## config.mk

```make
export PLATFORM = sky130hd
export DESIGN_NAME = ysyx_22040088_idex_fwd
export DESIGN_NICKNAME = d
export VERILOG_FILES = /design/src/rtl/ysyx_22040088_idex_fwd.sv
export SDC_FILE = /design/constraint.sdc
export NUM_CORES = 1
export LEC_CHECK = 0
export CORE_AREA = 5 5 276 278
export DETAILED_ROUTE_END_ITERATION = 12
export DIE_AREA = 0 0 281 283
export GPL_TIMING_DRIVEN = 0
export REMOVE_ABC_BUFFERS = 1
export SLEW_MARGIN = 20
export SYNTH_ARGS = -nofsm -noshare
export SYNTH_HDL_FRONTEND = slang
export SYNTH_SLANG_ARGS = --single-unit
```

## constraint.sdc

```tcl
create_clock -name clk -period 14.4 [get_ports clk]
set_clock_uncertainty 0.2 [all_clocks]
set_input_delay 4.32 -clock clk [delete_from_list [all_inputs] [get_ports clk]]
set_output_delay 4.32 -clock clk [all_outputs]
set_load 0.01 [all_outputs]
```

## src/rtl/ysyx_22040088_idex_fwd.sv

```systemverilog
// ysyx_22040088_idex_fwd: ID/EX pipeline register with operand forwarding and load-use stall
//   in_*      decoded instruction (valid/ready handshake, payload, source indices, read enables)
//   rf_rdata* combinational register-file read data for in_rs1/in_rs2
//   fwd_*     NFWD forwarding sources, slice 0 youngest; fwd_load marks results not yet available
//   flush     kills held and incoming instruction
//   out_*     registered EX-side instruction (valid/ready handshake)
//   stall_cnt saturating count of load-use stall cycles
module ysyx_22040088_idex_fwd #(
  parameter int XLEN = 64,
  parameter int NFWD = 3,
  parameter int CTRL_W = 32
) (
  input  logic                 clk,
  input  logic                 rst,
  input  logic                 in_valid,
  output logic                 in_ready,
  input  logic [XLEN-1:0]      in_pc,
  input  logic [CTRL_W-1:0]    in_ctrl,
  input  logic [4:0]           in_rd,
  input  logic                 in_we,
  input  logic [4:0]           in_rs1,
  input  logic [4:0]           in_rs2,
  input  logic                 in_re1,
  input  logic                 in_re2,
  input  logic [XLEN-1:0]      rf_rdata1,
  input  logic [XLEN-1:0]      rf_rdata2,
  input  logic [NFWD-1:0]      fwd_we,
  input  logic [NFWD-1:0]      fwd_load,
  input  logic [5*NFWD-1:0]    fwd_waddr,
  input  logic [XLEN*NFWD-1:0] fwd_data,
  input  logic                 flush,
  output logic                 out_valid,
  input  logic                 out_ready,
  output logic [XLEN-1:0]      out_pc,
  output logic [XLEN-1:0]      out_src1,
  output logic [XLEN-1:0]      out_src2,
  output logic [4:0]           out_rd,
  output logic                 out_we,
  output logic [CTRL_W-1:0]    out_ctrl,
  output logic [31:0]          stall_cnt
);
  // Returns {pending_load, value}; scanning oldest to youngest lets the youngest match win.
  function automatic logic [XLEN:0] resolve(input logic [4:0] rs, input logic re, input logic [XLEN-1:0] rf);
    logic [XLEN:0] r;
    r = {1'b0, rf};
    for (int i = NFWD - 1; i >= 0; i--)
      if (fwd_we[i] && fwd_waddr[i*5 +: 5] == rs) r = {fwd_load[i], fwd_data[i*XLEN +: XLEN]};
    return (rs == 5'd0 || !re) ? '0 : r;
  endfunction
  logic [XLEN-1:0] op1, op2;
  logic ld1, ld2, hazard, take, advance;
  assign {ld1, op1} = resolve(in_rs1, in_re1, rf_rdata1);
  assign {ld2, op2} = resolve(in_rs2, in_re2, rf_rdata2);
  assign hazard = in_valid && (ld1 || ld2);
  assign advance = !out_valid || out_ready;
  assign take = in_valid && !hazard;
  assign in_ready = flush || (!hazard && advance);
  always_ff @(posedge clk or posedge rst) begin
    if (rst) begin
      out_valid <= 1'b0;
      out_pc    <= '0;
      out_src1  <= '0;
      out_src2  <= '0;
      out_rd    <= '0;
      out_we    <= 1'b0;
      out_ctrl  <= '0;
      stall_cnt <= '0;
    end else begin
      if (flush) out_valid <= 1'b0;
      else if (advance) begin
        out_valid <= take;
        if (take) begin
          out_pc   <= in_pc;
          out_src1 <= op1;
          out_src2 <= op2;
          out_rd   <= in_rd;
          out_we   <= in_we;
          out_ctrl <= in_ctrl;
        end
      end
      if (hazard && !flush && stall_cnt != 32'hFFFF_FFFF) stall_cnt <= stall_cnt + 32'd1;
    end
  end
endmodule
```

# [After elaboration in Yosys (flattened, before gate mapping)]
# Index checks and enable logic that the tools add are counted.
[word_totals] output_inout_bits=264 register_bits=263 in_bits=460
[op_classes] n_reduce_logical=25 muxes=10 bitwise_logic=1 addsub=1 eq_ne=7
[op_table] operator="$mux 65" count=8
[op_table] operator="$add 32x1->32 const B" count=1
[op_table] operator="$ne 32x32->1 const B" count=1
[op_table] operator="$eq 5x5->1" count=6
[op_table] operator="$logic_and 1x1->1" count=11
[op_table] operator="$logic_not 5->1" count=2
[op_table] operator="$logic_not 1->1" count=5
[op_table] operator="$logic_or 1x1->1" count=5
[op_table] operator="$reduce_and 3->1" count=1
[op_table] operator="$mux 1" count=2
[op_table] operator="$reduce_bool 2->1" count=1
[op_table] operator="$not 1->1" count=1

# [Logic depth before layout (Yosys ltp)]
# Gate-level depths: netlist (run 1).
[depth] ltp_word=12 ltp_mapped=11 ltp_nobuf=8

# [Least setup slack after synthesis (run 1)]
# OpenSTA, ideal clock, no wires.
[synth_path] path_kind="input to output" start="in in_rs2[2]" end="out in_ready" t_arrival_ns=5.940 setup_slack_ns=3.940 required_time_ns=9.880 n_path_buf=1 stages=8 cell_sequence="xor2_1 nor3_1 nand4_1 a311o_1 and3_1 a31oi_1 buf_2 o21a_1"
[synth_between] elab_chain_cells=11 elab_cells_between_ends=17 cone_classes="eq/ne: 3; mux: 4; reduce/logical: 10"
[synth_rtl] item="start, declared" line="22" rtl="input logic [4:0] in_rs2,"
[synth_rtl] item="$eq 5x5->1" line="47" rtl="if (fwd_we[i] && fwd_waddr[i*5 +: 5] == rs) r = {fwd_load[i], fwd_data[i*XLEN +: XLEN]};"
[synth_rtl] item="$logic_and 1x1->1" line="47"
[synth_rtl] item="$mux 65 (3 in a row)" line="47"
[synth_rtl] item="$mux 65 *" line="48" rtl="return (rs == 5'd0 || !re) ? '0 : r;"
[synth_rtl] item="$logic_or 1x1->1 *" line="54" rtl="assign hazard = in_valid && (ld1 || ld2);"
[synth_rtl] item="$logic_and 1x1->1 *" line="54"
[synth_rtl] item="$logic_not 1->1 *" line="57" rtl="assign in_ready = flush || (!hazard && advance);"
[synth_rtl] item="$logic_and 1x1->1 *" line="57"
[synth_rtl] item="$logic_or 1x1->1 *" line="57"
[synth_rtl] item="end, declared" line="16" rtl="output logic in_ready,"
# Every way passes the cells marked *; elsewhere a longest branch is shown, timed or not.

# [Worst setup path in the final report (run 1)]
# Ends and elaborated chain as after synthesis.

==> results of run 1 <==
worst paths after layout:
path	to	slack (ps)	depth (start not counted)
worst max-delay path	in_ready	2290	8
worst min-delay path	out_src1[25]	270	2
worst max register to register	stall_cnt[21]	11440	7
worst min register to register	out_src1[25]	270	2
max in group asynchronous	out_src2[49]	8980	3
min in group asynchronous	out_pc[5]	4070	2
kinds of logic after synthesis:
family                   share of synthesized area (%)
AND/OR/NAND/NOR                                   18.8
AO/OA/AOI/OAI                                     19.9
flip-flops                                        45.0
buffers and inverters                             4.76
multiplexers                                      7.92
XOR/XNOR                                          3.65
adder cells (fa/ha/maj)                         0.0855
per-stage QoR:
step	power, uW	setup slack [ps]	setup TNS (ps)	utilization, %
finish	2550	2290	0	33.3
global route	2670	2120	0	33.3
CTS	2590	2280	0	33.3
detailed placement	1660	2290	0	31.7
global placement	1650	-6740	-1718930	30.4
floorplan	1190	149	0	-
cells in the final DEF, fill, tap and decap left out, drive strengths merged, types with 7 or more instances in the layout:
cell / Yosys / routed
clkbuf: 116 / 51
and2: 66 / 66
nand3: 16 / 16
dfrtp: 263 / 263
xor2: 43 / 43
nor2: 9 / 9
nand4: 7 / 7
nor3: 273 / 273
o31ai: 128 / 128
nor4: 7 / 7
a21oi: 129 / 129
a221oi: 128 / 128
and3: 9 / 9
buf: 41 / 45
xnor2: 18 / 18
clkdlybuf4s50: 0 / 722
mux2: 103 / 103
nand2: 146 / 146
flip-flops by register name (all words and copies together), names as in the netlist:
name and cells:
out_pc 64, out_src2 64, out_ctrl 32, out_we 1
out_rd 5, out_src1 64, stall_cnt 32, out_valid 1
layer usage:
layer | GRT usage [%] | vias to the layer above
met2 | 29.2 | 838
li1 | - | 7089
met4 | 6.70 | 12
met1 | 19.6 | 7625
met5 | 0 | -
met3 | 5.71 | 172
cell type report:
class | instances | area share, %
inverters | 4 | 0.112
clock inverters | 10 | 0.514
multi-input cells | 1110 | 30.4
clock buffers | 51 | 4.35
flip-flops and latches | 263 | 26.8
well taps | 969 | 4.94
repair buffers | 767 | 32.8
diodes | 4 | 0.0407
worst min-delay path, stage by stage, from the launching register on:
cell and delay (ps):
sky130_fd_sc_hd__dfrtp_1 330, sky130_fd_sc_hd__nand2_1 50, sky130_fd_sc_hd__o31ai_1 50
power by group through the flow:
stage	logic [uW]	registers [uW]	clock network (uW)
6_report	739	909	904
5_1_grt	789	922	959
4_1_cts	745	910	935
3_5_place_dp	743	922	0
3_3_place_gp	730	918	0
2_1_floorplan	219	970	0
==> flow_summary.ini, run 1 <==
[run_status]
run_status = finished clean

[die]
core.rowCount = 100
die_y_um = 283
die_width_um = 281
die_area_um2 = 79500
core_area_um2 = 73700
start_util_pct = 19.9
floorplan.io_pins = 724

[routing]
drcViolationCount = 0
firstDrtPassIters = 8
routed_wire_length_per_instance_um = 22.7
num_vias = 15700
met2_wirelength_um = 35200
routedLengthMet1_um = 26900
vias_per_cell = 4.95
ant_nets_after_route = 0
drt_iter0_markers = 952
wl_um = 72200
detailroute.wirelength.met3_um = 7470
topmost_layer_with_routed_signal_wires = met5

[global_routing]
grt_first_pass_wirelength_um = 105000
grt_pass1_vias = 16300
grt_max_degree = 100
grtUsageTotal_pct = 17.0
initial_antenna_violation_count = 19
global_route.overflow_total = 0

[final_layout]
area.sequential_um2 = 6580
fillerInstances = 7428
layout-drive-gt1-share_pct = 8.48
design_area_um2 = 24600
layoutNonFillerInstCount = 3178
multi_input_comb_area_um2 = 7470
finalNetCount = 2643
flow.area_growth_from_synthesis_pct = 67.8

[clock_tree]
ctsLongestPathBuffers = 3
clk_tree_root_cell = sky130_fd_sc_hd__clkbuf_16
worst_skew_pair.late_latency_ps = 540
clock_tree_from_tritoncts = done
cts_buffers = 36
cts_resized = 0
cts_num_sinks = 263
cts-hold-fix-buffers = 0
cts.htree.levels = 2
postCtsSetupRepairBufs = 0
path_clk_slew_ps = 50

[sta]
post-route-min-period_ps = 12110
fmaxAchievable_mhz = 82.6
hold_viol_final = 0
report.final.slew_viol_count = 0
worst_hold_slack_ps = 271
max-slew-margin-rel_pct = 49.2
worstMarginPinSlew_ps = 759
period_share_pct = 84.1
setup_viol_count_final = 0
rsz0062_at_grt = no

[setup_path]
cp_top_family = compound AO/OA/AOI/OAI gates
critPathMostFrequentCell = sky130_fd_sc_hd__clkdlybuf4s50_1
path_cells = clkdlybuf4s50_1, or4_1, o21ai_4, a41oi_1, and3_1, a31oi_2, o21a_1, clkdlybuf4s50_1
worst-setup-path-type = in2out
rr_startpoint = stall_cnt[7]
critical-path-max-stage-delay_ps = 600
timing.critical_path.fanout_max = 14
cp_launch_type = primary input
crit_start = in_rs2[2]
critPathSlowestCell = sky130_fd_sc_hd__or4_1
cp_data_required_time_ps = 9880
worstPathBufferInverterCount = 2
arrival_ps = 7590
endpoint_kind = primary output

[power]
power.density_cell_area_nw_per_um2 = 104
part_of_the_power_in_combinational_logic_pct = 28.9
p_sw_uw = 731
internal_power_uw = 1820
power.sequential.fraction_pct = 35.6
share_clk_of_total_power_pct = 35.4
netSwitchingFraction_pct = 28.6
power.ir.vdd_worst_uv = 77.7
power.leakage_uw = 0.00945

[yosys]
synth_cell_type_count = 37
synth_edf_count = 0
synth_top_area_share_pct = 45.0
synth-async-reset-ratio_pct = 100
synth_flop_cell = sky130_fd_sc_hd__dfrtp_1
post_synth_most_frequent_cells = sky130_fd_sc_hd__nor3_1 (273), sky130_fd_sc_hd__dfrtp_1 (263), sky130_fd_sc_hd__nand2_1 (146)
synthesized_instance_count = 1534
yosysMostFrequentCell = sky130_fd_sc_hd__nor3_1
netlist_area_um2 = 14600
synth_warnings = 0
synth_largest_area_cell = sky130_fd_sc_hd__dfrtp_1
ys_top_cells_by_area = sky130_fd_sc_hd__dfrtp_1 (45%), sky130_fd_sc_hd__nor3_1 (9.3%), sky130_fd_sc_hd__a221oi_1 (7.7%), sky130_fd_sc_hd__o31ai_1 (5.5%), sky130_fd_sc_hd__a21oi_1 (4.4%)
number_of_synthesized_register_bits = 263
syn_area_per_cell_um2 = 9.54
synth-seq-area-share_pct = 45.0

[place]
detail_placement_hpwl_um = 56500
numPortBuffers = 723
placed_cell_area_um2 = 23400
globalplace.congestion = 0.867
placed_cells = 3113

[run]
maxCapViolations = 0

[min_path]
holdCritStartpoint = out_src1[25]
hold_path.class = reg2reg
Note: power is estimated with default switching activity, not from simulation.
==> run 2, diff against run 1 <==
- clock period: 14.4 -> 12.2 ns (I/O delays scaled with it)
==> results of run 2 <==
Same layout as run 1 (identical final DEF). Status: finished clean.
Main changes from that run: setup slack after placement 2290 ps -> 1410 ps; setup slack after layout 2290 ps -> 1410 ps; register-to-register setup slack 11440 ps -> 9240 ps; total power 2550 uW -> 3010 uW; worst IR drop on VDD 77.7 uV -> 91.8 uV
